[src/rtl/tpu_pkg.sv]
`default_nettype none
//============================================================================
// Module      : tpu_pkg
// Description : Shared definitions for the systolic-array front end:
//               lane data width, default array size, the feeder state
//               encoding and the drain-length helper.
// Revision    : 1.0 - initial release
//============================================================================
package tpu_pkg;

  localparam int DATA_W    = 8;
  localparam int DEFAULT_N = 4;

  typedef enum logic [2:0] {
    IDLE   = 3'd0,
    LOAD_W = 3'd1,
    STREAM = 3'd2,
    DRAIN  = 3'd3,
    DONE   = 3'd4
  } feeder_state_e;

  // Advances needed after the last vector so the deepest skew lane and the
  // array diagonal are fully flushed.
  function automatic int DRAIN_LEN(input int n);
    return 2 * n - 1;
  endfunction

endpackage
`default_nettype wire

[src/rtl/systolic_feeder_skew_line.sv]
`default_nettype none
//============================================================================
// Module      : skew_line
// Description : DEPTH-stage shift register that only moves on an advance
//               enable. DEPTH = 0 degenerates to a wire.
// Ports       : clk, reset (sync, active-high), adv_i (shift enable),
//               din_i (lane input), dout_o (lane delayed by DEPTH advances)
// Revision    : 1.0 - initial release
//============================================================================
module skew_line
  import tpu_pkg::*;
#(
  parameter int DEPTH = 1,
  parameter int DW    = DATA_W
) (
  input  logic          clk,
  input  logic          reset,
  input  logic          adv_i,
  input  logic [DW-1:0] din_i,
  output logic [DW-1:0] dout_o
);

  if (DEPTH == 0) begin : g_pass
    // Clock, reset and enable have no role in a zero-depth lane.
    logic unused_w;
    assign unused_w = ^{clk, reset, adv_i};
    assign dout_o   = din_i;
  end else begin : g_shift
    logic [DEPTH-1:0][DW-1:0] sr_q;

    always_ff @(posedge clk) begin
      if (reset) begin
        sr_q <= '0;
      end else if (adv_i) begin
        sr_q[0] <= din_i;
        for (int k = 1; k < DEPTH; k++) begin
          sr_q[k] <= sr_q[k-1];
        end
      end
    end

    assign dout_o = sr_q[DEPTH-1];
  end

endmodule
`default_nettype wire

[src/rtl/systolic_feeder.sv]
`default_nettype none
//============================================================================
// Module      : systolic_feeder
// Description : Edge driver for an N x N weight-stationary PE array. Loads
//               N weight rows down the weight chain, then streams
//               activation vectors into the left edge with lane i delayed
//               by i advances, then drains the array with zeros.
// Ports       : clk, reset      - clock, synchronous active-high reset
//               start, signed_in, num_vectors - job launch (IDLE only)
//               w_valid/w_ready/w_data - weight row handshake
//               a_valid/a_ready/a_data - activation vector handshake
//               weight_out, weight_ctr - top-row weights + load enable
//               sys_out, systolic_ctr, fma_ctr - skewed left-edge data
//               signed_num, busy, done - job status
//               stall_cycles   - only with SYSTOLIC_FEEDER_STALL_CNT_EN
// Options     : SYSTOLIC_FEEDER_STALL_CNT_EN adds a saturating counter of
//               STREAM cycles spent waiting on a_valid.
// Revision    : 1.0 - initial release
//============================================================================
module systolic_feeder
  import tpu_pkg::*;
#(
  parameter int N     = DEFAULT_N,
  parameter int DW    = DATA_W,
  parameter int CNT_W = 16
) (
  input  logic              clk,
  input  logic              reset,
  input  logic              start,
  input  logic              signed_in,
  input  logic [CNT_W-1:0]  num_vectors,
  input  logic              w_valid,
  output logic              w_ready,
  input  logic [N*DW-1:0]   w_data,
  input  logic              a_valid,
  output logic              a_ready,
  input  logic [N*DW-1:0]   a_data,
  output logic [N*DW-1:0]   weight_out,
  output logic              weight_ctr,
  output logic [N*DW-1:0]   sys_out,
  output logic              systolic_ctr,
  output logic              fma_ctr,
  output logic              signed_num,
  output logic              busy,
  output logic              done
`ifdef SYSTOLIC_FEEDER_STALL_CNT_EN
  ,
  output logic [31:0]       stall_cycles
`endif
);

  localparam int DRAIN_CYC = DRAIN_LEN(N);
  localparam int WC_W      = $clog2(N + 1);
  localparam int DC_W      = $clog2(DRAIN_CYC + 1);

  feeder_state_e    state_q, state_d;
  logic [CNT_W-1:0] num_vec_q, acc_cnt_q;
  logic [WC_W-1:0]  w_cnt_q;
  logic [DC_W-1:0]  drain_cnt_q;
  logic             signed_q, weight_ctr_q, sys_ctr_q;
  logic [N*DW-1:0]  weight_out_q, sys_out_q, sys_next_w;
  logic             drain_w, start_w, w_hs_w, a_hs_w, adv_w;

  // ---------------- state register ----------------
  always_ff @(posedge clk) begin
    if (reset) state_q <= IDLE;
    else       state_q <= state_d;
  end

  // ---------------- next-state logic ----------------
  always_comb begin
    state_d = state_q;
    case (state_q)
      IDLE:   if (start) state_d = LOAD_W;
      LOAD_W: if (w_hs_w && (w_cnt_q == WC_W'(N - 1)))
                state_d = (num_vec_q == '0) ? DONE : STREAM;
      STREAM: if (a_hs_w && (acc_cnt_q == num_vec_q - CNT_W'(1)))
                state_d = DRAIN;
      DRAIN:  if (drain_cnt_q == DC_W'(DRAIN_CYC - 1)) state_d = DONE;
      DONE:   state_d = IDLE;
      default: state_d = IDLE;
    endcase
  end

  // ---------------- state-decoded outputs ----------------
  always_comb begin
    w_ready = 1'b0;
    a_ready = 1'b0;
    busy    = 1'b1;
    done    = 1'b0;
    drain_w = 1'b0;
    case (state_q)
      IDLE:   busy    = 1'b0;
      LOAD_W: w_ready = 1'b1;
      STREAM: a_ready = (acc_cnt_q < num_vec_q);
      DRAIN:  drain_w = 1'b1;
      DONE:   done    = 1'b1;
      default: busy   = 1'b0;
    endcase
  end

  assign start_w = start && (state_q == IDLE);
  assign w_hs_w  = w_valid && w_ready;
  assign a_hs_w  = a_valid && a_ready;
  // The whole array moves together: on an accepted vector or a drain cycle.
  assign adv_w   = a_hs_w || drain_w;

  // ---------------- per-lane diagonal skew ----------------
  for (genvar i = 0; i < N; i++) begin : g_lane
    logic [DW-1:0] inj_w;
    assign inj_w = drain_w ? '0 : a_data[i*DW +: DW];

    skew_line #(
      .DEPTH (i),
      .DW    (DW)
    ) u_skew (
      .clk    (clk),
      .reset  (reset),
      .adv_i  (adv_w),
      .din_i  (inj_w),
      .dout_o (sys_next_w[i*DW +: DW])
    );
  end

  // ---------------- datapath and counters ----------------
  always_ff @(posedge clk) begin
    if (reset) begin
      num_vec_q    <= '0;
      acc_cnt_q    <= '0;
      w_cnt_q      <= '0;
      drain_cnt_q  <= '0;
      signed_q     <= 1'b0;
      weight_ctr_q <= 1'b0;
      sys_ctr_q    <= 1'b0;
      weight_out_q <= '0;
      sys_out_q    <= '0;
    end else begin
      if (start_w) begin
        signed_q    <= signed_in;
        num_vec_q   <= num_vectors;
        acc_cnt_q   <= '0;
        w_cnt_q     <= '0;
        drain_cnt_q <= '0;
      end
      if (w_hs_w) begin
        weight_out_q <= w_data;
        w_cnt_q      <= w_cnt_q + WC_W'(1);
      end
      if (a_hs_w)  acc_cnt_q   <= acc_cnt_q + CNT_W'(1);
      if (drain_w) drain_cnt_q <= drain_cnt_q + DC_W'(1);
      // Enables are registered so they line up with the registered data.
      weight_ctr_q <= w_hs_w;
      sys_ctr_q    <= adv_w;
      if (adv_w) sys_out_q <= sys_next_w;
      if (state_q == DONE) begin
        weight_out_q <= '0;
        sys_out_q    <= '0;
        weight_ctr_q <= 1'b0;
        sys_ctr_q    <= 1'b0;
      end
    end
  end

  assign weight_out   = weight_out_q;
  assign weight_ctr   = weight_ctr_q;
  assign sys_out      = sys_out_q;
  assign systolic_ctr = sys_ctr_q;
  assign fma_ctr      = sys_ctr_q;
  assign signed_num   = signed_q;

`ifdef SYSTOLIC_FEEDER_STALL_CNT_EN
  logic [31:0] stall_q;

  always_ff @(posedge clk) begin
    if (reset || start_w) begin
      stall_q <= '0;
    end else if ((state_q == STREAM) && !a_valid && (stall_q != '1)) begin
      stall_q <= stall_q + 32'd1;
    end
  end

  assign stall_cycles = stall_q;
`endif

endmodule
`default_nettype wire
[config.mk]
export PLATFORM = sky130hd
export DESIGN_NAME = systolic_feeder
export DESIGN_NICKNAME = d
export VERILOG_FILES = /design/src/rtl/tpu_pkg.sv /design/src/rtl/systolic_feeder_skew_line.sv /design/src/rtl/systolic_feeder.sv
export SDC_FILE = /design/constraint.sdc
export NUM_CORES = 1
export LEC_CHECK = 0
export BUFFER_PORTS_ARGS = -buffer_cell sky130_fd_sc_hd__buf_2
export CAP_MARGIN = 20
export CORE_MARGIN = 2
export CORE_UTILIZATION = 49
export CTS_CLUSTER_DIAMETER = 50
export DETAILED_ROUTE_END_ITERATION = 8
export PLACE_DENSITY = 0.76
export SYNTH_ARGS = -nofsm -noshare
export SYNTH_HDL_FRONTEND = slang
export SYNTH_SLANG_ARGS = --single-unit
[constraint.sdc]
create_clock -name clk -period 2.6 [get_ports clk]
set_clock_uncertainty 0.05 [all_clocks]
set_input_delay 0.13 -clock clk [delete_from_list [all_inputs] [get_ports clk]]
set_output_delay 0.13 -clock clk [all_outputs]
set_load 0.05 [all_outputs]
==> impl_metrics.toml, run 1 <==
[route]
drt-total-wl_um = 21500
post-route-drc-count = 1
num_vias = 7442
detailroute.wirelength.met3_um = 1340
detail_route.first_pass.iterations = 7
met1Wirelength_um = 8680
drtAntennaViolNets = 0
wl_per_cell_um = 16.3
vias_per_cell = 5.63
met2RoutedLength_um = 10800
drt_iter0_drcs = 531
highest_layer = "met4"

[setup_path]
critPathLaunch = "num_vec_q[9]"
setup.worst_path.end_class = "output port"
cp_cell_sequence = "inv_2, ha_4, a21o_1, a221o_1, nor4_4, buf_6, o211a_1, buf_6"
worst-setup-path-type = "reg2out"
arrival_ns = 2.44
path_buf_inv = 3
crit_fanout = 4
worst_r2r_startpoint = "num_vec_q[9]"
critPathTopFamily = "compound AO/OA/AOI/OAI gates"
r2r_slack_ns = 0.03
critPathMostFrequentCell = "buf_6"
timing.critical_path.slowest_stage_cell = "a221o_1"
cp_data_required_time_ns = 2.42
timing.critical_path.from_type = "register"
timing.critical_path.slowest_cell_delay_ns = 0.41

[synth]
synth-seq-cells = 156
yosysWarningCount = 0
post_synth_inst_count = 889
postSynthAreaPerCell_um2 = 7.85
synth_ff_type = "dfxtp_1"
sequential_element_share_of_the_synthesized_area = 0.448
synth-async-reset-ratio = 0
synth-edff-count = 0
synth.lib_cells_used.distinct = 56
mappedNetlistNets = 998
synthesis.area_um2 = 6980

[sta]
setup-violations-final = 1
tightest_slew_ns = 0.609
slew_violations = 0
relSlewSlack = 0.593
finalHoldViolCount = 0
post-route-period-util = 1.01
min_period_ns = 2.62
final_critical_path_setup_slack_ns = -0.0231
rsz0062_at_grt = "yes"
max_clock_freq_ghz = 0.381

[clock_tree]
cts_max_path_buffers = 2
clock_insertion_delay_worst_skew_ns = 0.44
clock_tree_from_tritoncts = "yes"
cts_root_buf = "clkbuf_16"
cts_buffers = 17
clk_pin_slew_worst_paths_ns = 0.06
cts.sink_count = 156
htreeDepth = 4

[cells_and_area]
fillerInstances = 1090
nNetsFinal = 1238
num_antenna_cells = 0
drive_gt1_frac = 0.249
finalCoreUtilization = 0.703
area_growth_syn_to_layout_pct = 39.8
fin_cells = 1322
postLayoutCellArea_um2 = 9750

[status]
outcome = "finished with violations"
failing_checks = "DRC, setup timing"

[worst_hold_path]
min_from = "w_valid"
holdCritPathClass = "in2reg"

[global_routing]
grt_use_total = 0.274
number_of_global_route_vias_before_repair = 6990
antenna_found_initial = 0
pin_count_of_the_biggest_net_entering_global_routing = 67
grt-ovfl-total = 0
grt_first_pass_wirelength_um = 32900

[run]
maxCapViolCount = 0

[pwr]
maximum_vdd_drop_v = 0.000542
finalPower_mw = 6.27
power_density_nw_per_um2 = 643
leakage_nw = 3.90

[place]
gp_routability_congestion = 0.958
dp_hpwl_um = 12800
placedInstanceArea_um2 = 8120
numPortBuffers = 157
number_of_placed_instances_with_taps_included = 1200

[die]
initial_core_utilization = 0.503
floorplan.rows = 43
die-height_um = 123
die_width_um = 123
die_area_um2 = 15200
top_level_ports = 158
floorplan.core_area_um2 = 13900
==> kinds of logic (layout without fill, tap and decap cells) <==
logic type               count (synthesis)  count (layout)  synth area share
AO/OA/AOI/OAI                          243             244             0.195
XOR/XNOR                                15              15            0.0188
adder cells (fa/ha/maj)                 23              23            0.0413
buffers and inverters                  100             352            0.0579
flip-flops                             156             156             0.448
multiplexers                             3               3           0.00431
AND/OR/NAND/NOR                        349             349             0.235
==> worst paths after layout <==
kind	end	depth (start not counted)
worst min register to register	g_lane[2].u_skew.g_shift.sr_q[1]	2
worst max-delay path	a_ready	8
worst min-delay path	w_cnt_q[1]	4
worst max register to register	acc_cnt_q[14]	9
==> per-layer routing <==
layer / track usage / vias to the layer above
li1: - / 3586
met3: 0.0637 / 66
met4: 0.138 / 0
met2: 0.456 / 301
met1: 0.332 / 3489
met5: 0 / -
==> power by group <==
group / total, mW / leakage, nW / internal (mW) / switching, mW
combinational: 1.22 / 2.35 / 0.481 / 0.736
clock: 2.53 / 0.280 / 1.50 / 1.03
sequential: 2.53 / 1.26 / 2.47 / 0.0548
==> worst register-to-register path, delay by kind of cell, from the launching register on <==
kind            cells  cell delay, ns
simple gates        2            0.83
fa+ha+maj           1            0.21
flops               1            0.33
buf+inv             2            0.22
compound gates      4            0.85
==> final cells by class <==
cell class | count | area (um^2) | share of cell area
multi-input combinational | 634 | 3580 | 0.367
sequential | 156 | 3130 | 0.321
timing repair buffer | 297 | 2130 | 0.219
clock buffer | 21 | 470 | 0.0482
tap | 180 | 225 | 0.0231
clock inverter | 11 | 131 | 0.0135
inverter | 23 | 86.3 | 0.00885
==> cells in the mapped netlist, types with 4 or more instances <==
cell / number / share of area
or3_1: 9 / 0.0081
and3_1: 7 / 0.0063
xor2_1: 7 / 0.0088
nand3_1: 80 / 0.057
nor4_1: 4 / 0.0036
nand2_1: 179 / 0.096
a21oi_1: 143 / 0.10
buf_1: 9 / 0.0048
nor2_1: 21 / 0.011
or2_2: 5 / 0.0045
nand2b_1: 10 / 0.0090
inv_1: 23 / 0.012
or4_1: 7 / 0.0075
ha_1: 23 / 0.041
a31oi_1: 11 / 0.0099
a21o_1: 5 / 0.0054
nand4_1: 9 / 0.0081
dfxtp_1: 156 / 0.45
o21ai_0: 20 / 0.014
o21ai_1: 31 / 0.022
xnor2_1: 8 / 0.010
clkbuf_1: 54 / 0.029
buf_2: 11 / 0.0079
o31ai_1: 4 / 0.0043
==> cell usage in the layout (no fill, tap or decap), drive strengths merged, types with 3 or more instances in the layout <==
cell and instances:
xor2 7, nor4b 3, a211oi 3, nand3 80
mux2i 3, inv 26, or3 9, dfxtp 156
and3 7, clkinvlp 5, a21o 5, nand2 179
nand2b 10, a21oi 143, clkbuf 22, a31oi 11
buf 215, or4 7, xnor2 8, nor3 3
dlygate4sd3 81, nand4 9, nor2 21, a311oi 3
o21ai 53, ha 23, nor4 7, or2 6
o31ai 4
==> through the flow <==
step / setup TNS [ns] / hold WS, ns / worst slack (ns)
after floorplan: 0 / 0.216 / 0.0792
after global placement: -0.00344 / 0.321 / -0.00344
after detailed placement: -2.92 / 0.326 / -0.0732
after CTS: -0.0107 / 0.0758 / -0.0107
after global routing: -0.186 / 0.109 / -0.0732
final: -0.0231 / 0.0896 / -0.0231
==> registers in the layout (all words and copies together), names as in the netlist <==
register,count
g_lane.u_skew.g_shift.sr_q,24
drain_cnt_q,3
num_vec_q,16
signed_num,1
weight_ctr,1
sys_out,32
w_cnt_q,3
g_lane.u_skew.dout_o,24
state_q,3
weight_out,32
fma_ctr,1
acc_cnt_q,16
==> timing repair <==
action,in CTS,in global routing
endpoints found under the setup margin,73,83
resized for setup,7,23
buffers inserted,5,3
pin swaps,9,8
hold buffers,81,0
hold endpoints to repair,81,0
cloned,1,1
Note: power is estimated with default switching activity, not from simulation.
==> inputs of run 2 (changes only) <==
==> constraint.sdc (replaced) <==
create_clock -name clk -period 2.6 [get_ports clk]
set_clock_uncertainty 0.05 [all_clocks]
set_input_delay 0.13 -clock clk [delete_from_list [all_inputs] [get_ports clk]]
set_output_delay 0.13 -clock clk [all_outputs]
set_load 0.02 [all_outputs]
==> run 2 against run 1 <==
  * The run ends with setup timing left
  * Sequential share of layout area decreased by 0.38 points
  * Fmax hardly changed
  * Cell count is 0.45% higher
  * Power fell by 0.67%
  * Global-route usage barely moved
  * Non-clock buffer count grew 5
  * Routed wire length up 2.9%
  * Sequential power barely moved
  * Combinational power down 4%
  * Clock-buffer cell count unchanged
==> impl_metrics.toml, run 2 (same netlist as run 1, synthesis figures left out) <==
[cells_and_area]
fillerInstances = 1064
finalCoreUtilization = 0.711
postLayoutCellArea_um2 = 9870
fin_cells = 1328
num_antenna_cells = 0
drive_gt1_frac = 0.253
layout_common_cells = "nand2_1 (178), buf_2 (156), dfxtp_1 (149), a21oi_1 (143), dlygate4sd3_1 (81)"
most_common_cell_after_layout_fill_and_taps_aside = "nand2_1"
area_growth_syn_to_layout_pct = 41.5
nNetsFinal = 1244

[sta]
slew_violations = 0
finalHoldViolCount = 0
relSlewSlack = 0.584
setup_total_negative_slack_ns = -0.0253
max_clock_freq_ghz = 0.381
setup-violations-final = 1
final_critical_path_setup_slack_ns = -0.0253
post-route-period-util = 1.01
rsz0062_at_grt = "yes"
tightest_slew_ns = 0.623
min_period_ns = 2.63

[global_routing]
pin_count_of_the_biggest_net_entering_global_routing = 67
number_of_global_route_vias_before_repair = 6986
antenna_found_initial = 0
grt_first_pass_wirelength_um = 32900
grt_use_total = 0.274
grt-ovfl-total = 0

[setup_path]
setup.worst_path.end_class = "output port"
r2r_slack_ns = 0.05
r2r_cells = 9
timing.critical_path.from_type = "register"
critPathTopFamily = "compound AO/OA/AOI/OAI gates"
path_buf_inv = 2
worst-setup-path-type = "reg2out"
crit_fanout = 4
cp_data_required_time_ns = 2.42
arrival_ns = 2.45
crit-reg2reg-capture = "acc_cnt_q[2]"
timing.critical_path.slowest_cell_delay_ns = 0.39
worst_r2r_startpoint = "acc_cnt_q[12]"
cp_cell_sequence = "ha_4, and3_4, a221o_1, nor4_4, buf_4, o211a_1, buf_6"
timing.critical_path.slowest_stage_cell = "dfxtp_1"

[clock_tree]
clk_pin_slew_worst_paths_ns = 0.07
cts_root_buf = "clkbuf_16"
clock_tree_from_tritoncts = "yes"
cts_buffers = 17
htreeDepth = 4
cts_max_path_buffers = 2
cts.sink_count = 156
clock_insertion_delay_worst_skew_ns = 0.44

[pwr]
clkPwrFrac = 0.406
leakage_nw = 3.95
pwr-share-comb = 0.188
power_density_nw_per_um2 = 631
sequentialPowerShare = 0.406
switchingPower_mw = 1.75
internal_power_mw = 4.48
netSwitchingFraction = 0.281
maximum_vdd_drop_v = 0.000547

[worst_hold_path]
min_from = "w_valid"
hold-path-endpoint = "w_cnt_q[1]"
worstHoldPathCells = 4
holdCritPathClass = "in2reg"

[place]
placedInstanceArea_um2 = 8120
gp_routability_congestion = 0.958
number_of_placed_instances_with_taps_included = 1200
numPortBuffers = 157
dp_hpwl_um = 12800

[route]
detail_route.first_pass.iterations = 7
drt_iter0_drcs = 557
num_vias = 7524
vias_per_cell = 5.67
met1Wirelength_um = 8890
wl_per_cell_um = 16.6
post-route-drc-count = 0
drt-total-wl_um = 22100
highest_layer = "met4"
met2RoutedLength_um = 11100
detailroute.wirelength.met3_um = 1390
drtAntennaViolNets = 0

[die]
floorplan.rows = 43
die_area_um2 = 15200
initial_core_utilization = 0.503
die-height_um = 123
top_level_ports = 158
die_width_um = 123
floorplan.core_area_um2 = 13900

[status]
failing_checks = "setup timing"
outcome = "finished with violations"

[run]
maxCapViolCount = 0
[run 2: cell types whose count changed in the layout (fill, tap and decap cells not counted), sizes merged]
cell	before	now
clkbuf	22	25
buf	215	217
o21ai	53	54
[run 2: metrics by stage]
step / hold WS [ns] / setup WS [ns] / power, mW
after floorplan: 0.216 / 0.0941 / 3.16
after global placement: 0.321 / -0.00344 / 3.47
after detailed placement: 0.326 / -0.0732 / 3.48
after CTS: 0.0758 / 0.00233 / 6.13
after global routing: 0.109 / -0.0672 / 6.43
final: 0.0878 / -0.0253 / 6.23
[run 2: power groups by stage]
stage	logic, mW	clock network (mW)	registers (mW)
finish	1.17	2.53	2.53
global route	1.25	2.64	2.54
CTS	1.06	2.55	2.52
detailed placement	0.908	0	2.58
global placement	0.901	0	2.57
floorplan	0.547	0	2.61
[run 2: timing repair]
| action | 4_1_cts | 5_1_grt |
|---|---|---|
| hold buffers | 81 | 0 |
| buffers inserted | 6 | 3 |
| pin swaps | 9 | 13 |
| hold endpoints to repair | 81 | 0 |
| setup endpoints to repair | 73 | 80 |
| gates cloned | 1 | 5 |
| gates resized for setup | 7 | 27 |
[run 2: routing by layer]
layer,track usage,up-vias
met3,0.0637,70
met2,0.458,314
met4,0.135,0
li1,-,3594
met5,0,-
met1,0.331,3546
[run 2: how the worst max path moves through the flow]
| stage | from | to | slack [ns] | cells after the start |
|---|---|---|---|---|
| after floorplan | num_vec_q[6] | sys_out[10] | 0.09 | 11 |
| after global placement | num_vec_q[12] | sys_out[2] | -0.003 | 10 |
| after detailed placement | num_vec_q[12] | sys_out[2] | -0.07 | 10 |
| after CTS | num_vec_q[11] | a_ready | 0.002 | 8 |
| after global routing | num_vec_q[9] | a_ready | -0.07 | 8 |
| final | acc_cnt_q[12] | a_ready | -0.03 | 7 |
[run 2: cell type report]
cell class | instances | area (um^2) | share of cell area
well taps | 180 | 225 | 0.0228
inverters | 23 | 86.3 | 0.00875
flip-flops and latches | 156 | 3130 | 0.317
clock buffers | 21 | 470 | 0.0477
clock inverters | 11 | 131 | 0.0133
multi-input cells | 635 | 3600 | 0.364
repair buffers | 302 | 2230 | 0.226
[run 2: worst register-to-register path: stages, from the launching register on]
cell and delay [ns]:
dfxtp_1 0.39, ha_4 0.22, and3_4 0.17, a221o_1 0.38, nor4_4 0.31, buf_4 0.21
o21a_4 0.27, buf_12 0.16, nand2b_1 0.06, a311oi_1 0.24
